<file path="src/rtl/cla_mp_add_seq.sv">
// Multi-precision add/subtract sequencer reusing one 16-bit CLA slice
// over WORDS cycles, least-significant word first.
module cla_mp_add_seq #(
    parameter int WORDS = 4
) (
    input  logic                  clk,
    input  logic                  rst,
    input  logic                  in_valid,
    output logic                  in_ready,
    input  logic [16*WORDS-1:0]   a,
    input  logic [16*WORDS-1:0]   b,
    input  logic                  sub,
    input  logic                  cin,
    output logic                  out_valid,
    input  logic                  out_ready,
    output logic [16*WORDS-1:0]   sum,
    output logic                  cout,
    output logic                  ovf,
    output logic                  busy
);

    localparam int KW = $clog2(WORDS);

    typedef enum logic [1:0] {
        IDLE,
        RUN,
        DONE
    } state_t;

    state_t state_q, state_d;

    logic [WORDS-1:0][15:0] a_q, b_q, sum_q;
    logic                   carry_q;
    logic                   ovf_q;
    logic [KW-1:0]          k_q;

    logic [15:0] sa, sb, ss;
    logic [15:0] g, p, c;
    logic [3:0]  gg, gp, gc;
    logic        sc;
    logic        accept, last;

    assign sa   = a_q[k_q];
    assign sb   = b_q[k_q];
    assign last = (k_q == KW'(WORDS - 1));

    // Two-level lookahead: 4-bit groups, then carries across groups.
    always_comb begin
        g  = sa & sb;
        p  = sa ^ sb;
        gg = '0;
        gp = '0;
        for (int j = 0; j < 4; j++) begin
            gg[j] = g[4*j+3]
                  | (p[4*j+3] & g[4*j+2])
                  | (p[4*j+3] & p[4*j+2] & g[4*j+1])
                  | (p[4*j+3] & p[4*j+2] & p[4*j+1] & g[4*j]);
            gp[j] = &p[4*j +: 4];
        end
        gc[0] = carry_q;
        gc[1] = gg[0] | (gp[0] & carry_q);
        gc[2] = gg[1] | (gp[1] & gg[0])
              | (gp[1] & gp[0] & carry_q);
        gc[3] = gg[2] | (gp[2] & gg[1])
              | (gp[2] & gp[1] & gg[0])
              | (gp[2] & gp[1] & gp[0] & carry_q);
        sc    = gg[3] | (gp[3] & gg[2])
              | (gp[3] & gp[2] & gg[1])
              | (gp[3] & gp[2] & gp[1] & gg[0])
              | (&gp & carry_q);
        c = '0;
        for (int j = 0; j < 4; j++) begin
            c[4*j]   = gc[j];
            c[4*j+1] = g[4*j] | (p[4*j] & gc[j]);
            c[4*j+2] = g[4*j+1] | (p[4*j+1] & g[4*j])
                     | (p[4*j+1] & p[4*j] & gc[j]);
            c[4*j+3] = g[4*j+2] | (p[4*j+2] & g[4*j+1])
                     | (p[4*j+2] & p[4*j+1] & g[4*j])
                     | (p[4*j+2] & p[4*j+1] & p[4*j] & gc[j]);
        end
        ss = p ^ c;
    end

    always_ff @(posedge clk) begin
        if (rst) state_q <= IDLE;
        else     state_q <= state_d;
    end

    always_comb begin
        state_d   = state_q;
        in_ready  = 1'b0;
        out_valid = 1'b0;
        busy      = 1'b0;
        unique case (state_q)
            IDLE: begin
                in_ready = 1'b1;
                if (in_valid) state_d = RUN;
            end
            RUN: begin
                busy = 1'b1;
                if (last) state_d = DONE;
            end
            DONE: begin
                busy      = 1'b1;
                out_valid = 1'b1;
                if (out_ready) state_d = IDLE;
            end
            default: state_d = IDLE;
        endcase
    end

    assign accept = (state_q == IDLE) && in_valid;

    always_ff @(posedge clk) begin
        if (rst) begin
            a_q     <= '0;
            b_q     <= '0;
            sum_q   <= '0;
            carry_q <= 1'b0;
            ovf_q   <= 1'b0;
            k_q     <= '0;
        end else if (accept) begin
            a_q     <= a;
            b_q     <= sub ? ~b : b;
            carry_q <= sub | cin;
            k_q     <= '0;
        end else if (state_q == RUN) begin
            sum_q[k_q] <= ss;
            carry_q    <= sc;
            k_q        <= last ? '0 : k_q + 1'b1;
            if (last)
                ovf_q <= ~(sa[15] ^ sb[15]) & (ss[15] ^ sa[15]);
        end
    end

    assign sum  = sum_q;
    assign cout = carry_q;
    assign ovf  = ovf_q;

endmodule

</file>
<file path="config.mk">
export PLATFORM = sky130hd
export DESIGN_NAME = cla_mp_add_seq
export DESIGN_NICKNAME = d
export VERILOG_FILES = /design/src/rtl/cla_mp_add_seq.sv
export SDC_FILE = /design/constraint.sdc
export NUM_CORES = 1
export LEC_CHECK = 0
export CAP_MARGIN = 0
export CORE_UTILIZATION = 46
export CTS_CLUSTER_SIZE = 28
export DETAILED_ROUTE_END_ITERATION = 16
export GPL_TIMING_DRIVEN = 0
export PLACE_DENSITY_LB_ADDON = 0.3
export SKIP_LAST_GASP = 1
export SYNTH_ARGS = -nofsm -noshare
export SYNTH_HDL_FRONTEND = slang
export SYNTH_SLANG_ARGS = --single-unit
</file>
<file path="constraint.sdc">
create_clock -name clk -period 3.88 [get_ports clk]
set_input_delay 0.582 -clock clk [delete_from_list [all_inputs] [get_ports clk]]
set_output_delay 0.582 -clock clk [all_outputs]
set_load 0.03 [all_outputs]
</file>
==> metrics, run 1 <==
Synth area leader=dfxtp_1; YS warnings=0; first-pass GRT wire length=41,100 um; type of origin of the critical path=flop; Setup CP Type=reg2reg; final antenna-violating net count=0; Final #Nets=1,403; Hold Vio Cnt, Final=0; Rel. slew slack=between 50% and 60%; Synth Register Bits=around 200; MaxCap Viol Count=0; grt ovf=0; number of violations reported at the end of detailed-routing iteration 0=approximately 650; Final setup viols=0; Synth-to-Final Area Change=33.4%; Final period util=96.0%; Worst Tran Pin Value=711 ps; largest delay contributor family on the critical path=adder cells; clk_skew=8.63 ps; total track usage=26.9%; Peak supply drop=0.411 mV; detailed placer's ending HPWL=between 20,000 and 25,000 um; Layout Cells excl Fill=between 1.5k and 2k; final core utilization=a little over three fifths; CTS tree=built; clock transition at the registers of the reported paths=70 ps; Post-route DRC=0; H-tree level count=4; Yosys top cell area share=43.2%; worst hold margin=454 ps; f_max=about 270 MHz; CP Depth=11; WP buf/inv=3; core box area=0.0195 sq mm; CP arrival=4080 ps; Crit. End Element=flop; DP Cell Count=1,487; final worst setup slack=155 ps; Hold Crit Class=reg2reg; power density cells=594 mW/mm^2; hold_buf cts=0; Via density=5.42; Antenna diodes=0; layout cells sized above 1=7.41%; top post-synthesis cells by area=dfxtp_1 43%, mux4_2 7.9%, nand2_1 7.5%; I/O Buffers=201; Starting Density=a little under half; Placed Area=around 0.012 sq mm; CP max FO=10; Mapped Cells=just over 1k; clock latency on the worst-skew pair=approximately 450 ps; NetSw=around 2.7 mW; run status=completed; Min Clock Period, post-route=3730 ps; Critical Path Slowest Stage Cell=fa_1; TritonCTS Buffers=17; WHS Path Cells=2; total power=slightly above 7 mW; Die H=roughly 140 um; RSZ-0062 raised after global routing=false; Final Max Slew Viols=0; DRT Wirelength=26,700 um; CTS Buffer Depth=2; syn nets=~1.2k; Synth Area per Inst=8.98 sq um; row cnt=51; Leak=around 4.3 nW; Clock Tree Root=clkbuf_16; switch share=37.6%; die area=roughly 0.02 sq mm; CP max stage delay=520 ps; initial antenna violation count=0; power share of the sequential group=36.4%; pin count of the biggest net entering global routing=17; Synth cell types=47; design area=0.0122 sq mm; IO Pins=203; DRT Pass-1 Iters=5; ys async rst share=0%; clock share of power=approximately a quarter; TNS Setup=0 ps; Int Power=4.53 mW; Die X=~140 um; worst slack at placement=-757 ps; number of global-route vias before repair=7,793; Synth Cell Area=0.00917 sq mm; total number of vias=roughly 8.2k; CP Cell Sequence=clkbuf_2 -> buf_2 -> mux4_2 -> ha_1 -> and4_4 -> a21o_4 -> a311oi_4 -> inv_1 -> fa_1 -> xnor2_4 -> a211oi_1; critical path required time=4230 ps; clk sinks=198; routed length per instance=17.6 um; worst reg-to-reg path cell count=11; most common flop cell mapped by yosys=dfxtp_1; routability cong.=0.884; Post-synth EDFFs=0; combinational power share=39.0%; register area share after synthesis=43.2%
-- worst min-delay path, stage by stage, from the launching register on --
cell and delay, ps:
dfxtp_1 310, nand2_1 50, a21oi_1 50
-- layout make-up --
type / instances / area [sq um]
Buffer: 82 / 349
Clock buffer: 21 / 470
Clock inverter: 11 / 121
Fill cell: 1709 / 7300
Inverter: 13 / 48.8
Multi-Input combinational cell: 728 / 4920
Sequential cell: 198 / 3960
Tap cell: 265 / 332
Timing Repair Buffer: 202 / 2020
-- synth_stat cells (2+ instances only) --
cell and n:
a211oi_1 81, a211oi_4 2, a21o_1 6, a21oi_1 97, a311o_1 8, a31oi_1 10
and2_1 9, buf_1 11, buf_2 5, clkbuf_1 66, dfxtp_1 198, fa_1 4
ha_1 23, inv_1 12, mux2i_1 12, mux4_2 32, nand2_1 184, nand2b_1 2
nand3_1 18, nor2_1 111, nor2b_1 2, nor3_1 16, nor3b_1 2, o21a_1 5
o21ai_0 6, o21ai_1 5, or3_1 2, or4_1 5, xnor2_1 69
-- cells in the final DEF, fill, tap and decap left out, drive strengths merged, types with 4 or more instances in the layout --
| cell | n |
|---|---|
| o21a | 5 |
| ha | 23 |
| a21o | 7 |
| mux4 | 32 |
| buf | 16 |
| clkbuf | 88 |
| nand3 | 18 |
| dfxtp | 198 |
| o21ai | 11 |
| a31oi | 10 |
| a311o | 8 |
| nor2 | 111 |
| a21oi | 97 |
| inv | 14 |
| or4 | 5 |
| fa | 4 |
| and2 | 9 |
| clkdlybuf4s50 | 201 |
| nor3 | 16 |
| nand2 | 184 |
| a211oi | 84 |
| mux2i | 12 |
| clkinv | 6 |
| xnor2 | 69 |
-- state kept, by name, indices dropped and copies added, names as in the netlist --
name	flops
ovf	1
cout	1
k_q	2
state_q	2
b_q	64
a_q	64
sum	64
-- power by group through the flow --
stage	sequential, mW	clock (mW)	combinational, mW
2_1_floorplan	2.72	0	1.69
3_3_place_gp	2.66	0	2.66
3_5_place_dp	2.68	0	2.70
4_1_cts	2.63	1.79	2.77
5_1_grt	2.68	1.87	3.09
6_report	2.64	1.79	2.84
-- kinds of logic after synthesis --
| kind of cell | count (synthesis) | share of synthesized area [%] |
|---|---|---|
| AOI/OAI and AO/OA | 233 | 17.1 |
| xor gates and xnor gates | 70 | 6.69 |
| adders and majority gates | 27 | 4.01 |
| buffers and inverters | 95 | 3.96 |
| DFF | 198 | 43.2 |
| muxes | 44 | 9.17 |
| and+or+nand+nor | 354 | 15.9 |
-- repair_timing --
| action | 4_1_cts | 5_1_grt |
|---|---|---|
| pin swaps | 1 | 1 |
| gates resized for setup | 17 | 12 |
| endpoints found under the setup margin | 44 | 22 |
| setup buffers | 1 | 0 |
| cloned | 0 | 0 |
-- final timing paths --
path,from,end,slack (ps)
max reg2reg,k_q[1],sum[57],150
max,k_q[1],sum[57],150
min,a_q[27],a_q[27],450
min reg2reg,a_q[27],a_q[27],450
-- metal layers --
layer | routed length [um] | GRT usage (%)
met1 | 11500 | 34.7
met2 | 12400 | 44.0
met3 | 1990 | 5.10
met4 | 748 | 11.3
met5 | 0 | 0
No activity file was read; power rests on OpenSTA's default activity.
==> inputs of run 2 (changes only) <==
--- a/config.mk
+++ b/config.mk
@@ -5,6 +5,7 @@
 export SDC_FILE = /design/constraint.sdc
 export NUM_CORES = 1
 export LEC_CHECK = 0
+export ABC_AREA = 1
 export CAP_MARGIN = 0
 export CORE_UTILIZATION = 46
 export CTS_CLUSTER_SIZE = 28
==> metrics, run 2 <==
register area share after synthesis=43.1%; total number of vias=9,216; Resize count post-CTS=0; critical path required time=around 4200 ps; Yosys top cell area share=43.1%; Synth Register Bits=198; syn nets=~1.4k; grt ovf=0; Mapped Cells=1,228; type of origin of the critical path=flop; CP arrival=4100 ps; hold path start=rst; ys async rst share=0%; die area=around 0.021 sq mm; core box area=approximately 0.020 sq mm; Final setup viols=0; Setup CP Type=reg2reg; clock latency on the worst-skew pair=around 430 ps; Post-route DRC=0; TritonCTS Buffers=17; layout cells sized above 1=6.51%; Leak=4.95 nW; hold_buf cts=0; power density cells=703 mW/mm^2; routed length per instance=17.0 um; first-pass GRT wire length=45,000 um; Min Clock Period, post-route=3800 ps; Die H=143 um; clk_skew=7.12 ps; area of the multi-input gates=0.00461 sq mm; number of violations reported at the end of detailed-routing iteration 0=957; top post-synthesis cells by area=dfxtp_1 43%, o21ai_0 12%, nor2_1 12%; Final #Nets=1,608; RSZ-0062 raised after global routing=false; Final period util=97.9%; Reg area=0.00396 sq mm; reg2reg start=k_q[1]; routability cong.=~0.94; FF-to-FF setup slack=just over 80 ps; worst reg-to-reg path cell count=15; RR Endpoint=sum[61]; Worst Tran Pin Value=593 ps; run status=completed; Synth top cells by count=282 x nor2_1, 229 x o21ai_0, 198 x dfxtp_1, 97 x a21oi_1, 69 x xnor2_1; TNS Setup=0 ps; most common cell in the netlist=nor2_1; Hold Crit Class=in2reg; DRT Wirelength=29,300 um; final antenna-violating net count=0; clk sinks=198; total track usage=slightly below 30%; CP max FO=10; Hold Vio Cnt, Final=0; IO Pins=just over 200; Synth area leader=dfxtp_1; initial antenna violation count=0; Synth-to-Final Area Change=32.1%; MaxCap Viol Count=0; row cnt=51; Starting Density=47.1%; most frequent cells in the layout=282 x nor2_1, 229 x o21ai_0, 200 x clkdlybuf4s50_1; YS warnings=0; detailed placer's ending HPWL=22,300 um; Crit. End Element=flop; most common flop cell mapped by yosys=dfxtp_1; final worst setup slack=82.7 ps; f_max=263 MHz; hold endpoint=sum[34]; Via density=5.35; Antenna diodes=0; Die X=143 um; CTS Buffer Depth=2; I/O Buffers=200; number of global-route vias before repair=8,508; # Post-CTS Setup Buffers=0; Layout fillers=1,807; worst slack at placement=137 ps; CTS tree=built; Clock Tree Root=clkbuf_16; Synth Cell Area=between 0.009 and 0.01 sq mm; H-tree level count=4; Synth cell types=40; Rel. slew slack=60.5%; commonest non-fill, non-tap cell in the layout=nor2_1; clock transition at the registers of the reported paths=70 ps; Peak supply drop=around 0.38 mV; pin count of the biggest net entering global routing=18; Post-synth EDFFs=0; Synth Area per Inst=7.49 sq um; Final Max Slew Viols=0; WHS Path Cells=4; DRT Pass-1 Iters=7
## run 2: cell count changes after synthesis, moves of 13 or more
cell      before  now
o21ai_0        6  229
nor2_1       111  282
nand2_1      184   68
a211oi_1      81    1
inv_1         12   60
mux4_2        32    0
o22ai_1        0   29
buf_2          5   27
nor3_1        16    1
clkbuf_1      66   53
## run 2: kinds of logic after synthesis
| family | Yosys count | synth area share (%) |
|---|---|---|
| AND/OR/NAND/NOR | 405 | 18.0 |
| flip-flops | 198 | 43.1 |
| buffers and inverters | 155 | 6.78 |
| adder cells (fa/ha/maj) | 27 | 4.00 |
| AO/OA/AOI/OAI | 372 | 21.3 |
| XOR/XNOR | 71 | 6.84 |
## run 2: how the worst max path moves through the flow
stage / from / to / slack (ps) / cells after the start
2_1_floorplan: k_q[0] / sum[13] / 920 / 15
3_3_place_gp: k_q[0] / sum[45] / 130 / 13
3_5_place_dp: k_q[0] / sum[13] / 140 / 15
4_1_cts: k_q[0] / sum[45] / 120 / 15
5_1_grt: k_q[1] / sum[29] / 20 / 14
6_report: k_q[1] / sum[61] / 80 / 15
## run 2: per-layer routing
layer	wire length (um)	up-vias	GRT usage, %
li1	-	4492	-
met1	12700	4206	38.7
met2	13100	453	45.4
met3	2510	65	5.90
met4	1010	0	11.9
met5	0	-	0
## run 2: through the flow
step	hold WS (ps)	utilization, %	cell area (sq um)	cells	power, mW
2_1_floorplan	450	-	9200	1228	5.28
3_3_place_gp	456	59.0	11500	1693	6.51
5_1_grt	437	62.2	12100	1724	9.00
4_1_cts	427	62.2	12100	1724	8.44
3_5_place_dp	469	59.0	11500	1693	6.59
6_report	436	62.2	12100	1724	8.54
## run 2: final cells by class
| type | count | area share [%] |
|---|---|---|
| multi-input cells | 875 | 37.9 |
| flip-flops and latches | 198 | 32.6 |
| repair buffers | 200 | 16.5 |
| clock buffers | 18 | 3.62 |
| plain buffers | 85 | 3.03 |
| well taps | 265 | 2.73 |
| inverters | 70 | 2.16 |
| clock inverters | 13 | 1.40 |
## run 2: critical path: stages, from the launching register on
cell	delay, ps
dfxtp_1	390
inv_2	190
clkbuf_1	440
o21ai_0	320
o22ai_1	300
ha_1	330
nand2_2	120
inv_2	50
nand3_2	70
nand2_2	80
nand2_2	90
nand2_2	70
and2_2	190
fa_1	440
xnor2_1	450
a21oi_1	140
## run 2: power breakdown
part / internal [mW] / total, mW / switching, mW
clock: 1.04 / 1.85 / 0.809
combinational: 1.32 / 3.86 / 2.53
sequential: 2.52 / 2.83 / 0.318
total: 4.88 / 8.54 / 3.66
==> inputs of run 3 (changes only) <==
--- a/config.mk
+++ b/config.mk
@@ -10,9 +10,9 @@
 export CORE_UTILIZATION = 46
 export CTS_CLUSTER_SIZE = 28
 export DETAILED_ROUTE_END_ITERATION = 16
-export GPL_TIMING_DRIVEN = 0
 export PLACE_DENSITY_LB_ADDON = 0.3
 export SKIP_LAST_GASP = 1
 export SYNTH_ARGS = -nofsm -noshare
 export SYNTH_HDL_FRONTEND = slang
 export SYNTH_SLANG_ARGS = --single-unit
+export TNS_END_PERCENT = 50
==> metrics, run 3 (same netlist as run 2, synthesis figures left out) <==
run status=completed; Die H=143 um; IO Pins=203; Post-route DRC=0; worst hold margin=479 ps; Final Max Slew Viols=0; Setup CP Type=reg2reg; Final #Nets=around 1.5k; total track usage=25.6%; power density cells=697 mW/mm^2; DRT Pass-1 Iters=8; Resize count post-CTS=0; pin count of the biggest net entering global routing=95; Min Clock Period, post-route=3630 ps; largest delay contributor family on the critical path=simple AND/OR/NAND/NOR gates; combinational power share=43.3%; Leak=4.79 nW; final antenna-violating net count=0; Synth-to-Final Area Change=29.3%; I/O Buffers=202; CTS Buffer Depth=2; layout cells sized above 1=~5.3%; die area=0.0206 sq mm; f_max=275 MHz; most frequent cells in the layout=282 x nor2_1, 229 x o21ai_0, 201 x clkdlybuf4s50_1; Critical Path Slowest Stage Cell=fa_1; Via density=5.23; Worst Tran Pin Value=994 ps; NetSw=approximately 3.4 mW; Antenna diodes=0; Die X=~140 um; Clock Tree Root=clkbuf_16; RSZ-0062 raised after global routing=false; H-tree level count=4; MaxCap Viol Count=0; first-pass GRT wire length=40,400 um; Hold Vio Cnt, Final=0; TNS Setup=0 ps; worst slack at placement=396 ps; number of global-route vias before repair=7,918; clock share of power=approximately 22%; routability cong.=0.879; DRT Wirelength=25,600 um; clk sinks=198; detailed placer's ending HPWL=18,500 um; # Post-CTS Setup Buffers=0; critical path required time=approximately 4200 ps; Hold Crit Class=reg2reg; final worst setup slack=roughly 250 ps; CP max FO=37; switch share=41.4%; Final period util=between 90% and 100%; total number of vias=8,636; routed length per instance=15.5 um; TritonCTS Buffers=17; Crit. End Element=flop; hold_buf cts=0; WP buf/inv=2; Final setup viols=0; initial antenna violation count=0; commonest non-fill, non-tap cell in the layout=nor2_1; clk_skew=8.50 ps; power share of the sequential group=34.4%; row cnt=51; number of violations reported at the end of detailed-routing iteration 0=868; CP max stage delay=450 ps; Int Power=4.86 mW; CP Cell Sequence=inv_2 -> buf_4 -> nand2_1 -> a32oi_1 -> ha_1 -> nand2_1 -> nand2_1 -> nand3_2 -> nand2_2 -> nand2_2 -> nand2_2 -> and2_2 -> fa_1 -> xnor2_1 -> a21oi_1; type of origin of the critical path=flop; clock latency on the worst-skew pair=440 ps; Starting Density=47.1%; final core utilization=60.9%; CP arrival=between 3000 and 4000 ps; core box area=approximately 0.02 sq mm; Rel. slew slack=33.7%; Peak supply drop=0.379 mV; grt ovf=0; total power=between 8 and 9 mW; clock transition at the registers of the reported paths=70 ps; CTS tree=built
-- run 3: changes by cell type in the layout (fill, tap and decap cells not counted), sizes merged --
cell,previous run,this run
clkinvlp,2,3
clkinv,8,7
buf,30,11
inv,70,67
clkdlybuf4s50,200,201
clkbuf,73,20
bufinv,3,4
-- run 3: layer usage --
metal | vias to the layer above | share of wire (%) | wire [um] | GRT usage, %
li1 | 4350 | - | - | -
met1 | 3865 | 45 | 11600 | 35.3
met2 | 363 | 43 | 11100 | 38.2
met3 | 58 | 8.2 | 2110 | 5.86
met4 | 0 | 3.2 | 817 | 10.9
met5 | - | 0 | 0 | 0
-- run 3: power by group through the flow --
stage	Combinational (mW)	Sequential, mW	Clock (mW)
after global placement	3.45	2.88	0
after detailed placement	3.54	2.88	0
final	3.59	2.85	1.85
after CTS	3.56	2.84	1.87
after global routing	3.99	2.89	1.95
after floorplan	2.35	2.93	0
-- run 3: worst register-to-register path: stages (launching register included) --
cell and delay, ps:
dfxtp_2 320, inv_2 420, buf_4 380, nand2_1 90, a32oi_1 310, ha_1 310
nand2_1 90, nand2_1 120, nand3_2 100, nand2_2 80, nand2_2 100, nand2_2 70
and2_2 190, fa_1 450, xnor2_1 340, a21oi_1 120
-- run 3: cell type report --
type | instances | area [sq um]
clock buffers | 20 | 437
well taps | 265 | 332
repair buffers | 212 | 2110
multi-input cells | 875 | 4610
clock inverters | 11 | 174
fillers | 1825 | 7630
flip-flops and latches | 198 | 3970
inverters | 70 | 267
-- run 3: worst paths after layout --
kind / startpoint / endpoint / slack (ps) / cells after the start
setup / recovery: k_q[0] / sum[61] / 250 / 15
setup reg to reg: k_q[0] / sum[61] / 250 / 15
hold reg to reg: a_q[23] / a_q[23] / 480 / 2
hold / removal: a_q[23] / a_q[23] / 480 / 2
-- run 3: stage by stage --
stage | cells | cell area [sq um]
2_1_floorplan | 1228 | 9200
3_3_place_gp | 1620 | 11300
3_5_place_dp | 1620 | 11300
4_1_cts | 1651 | 11900
5_1_grt | 1651 | 11900
6_report | 1651 | 11900
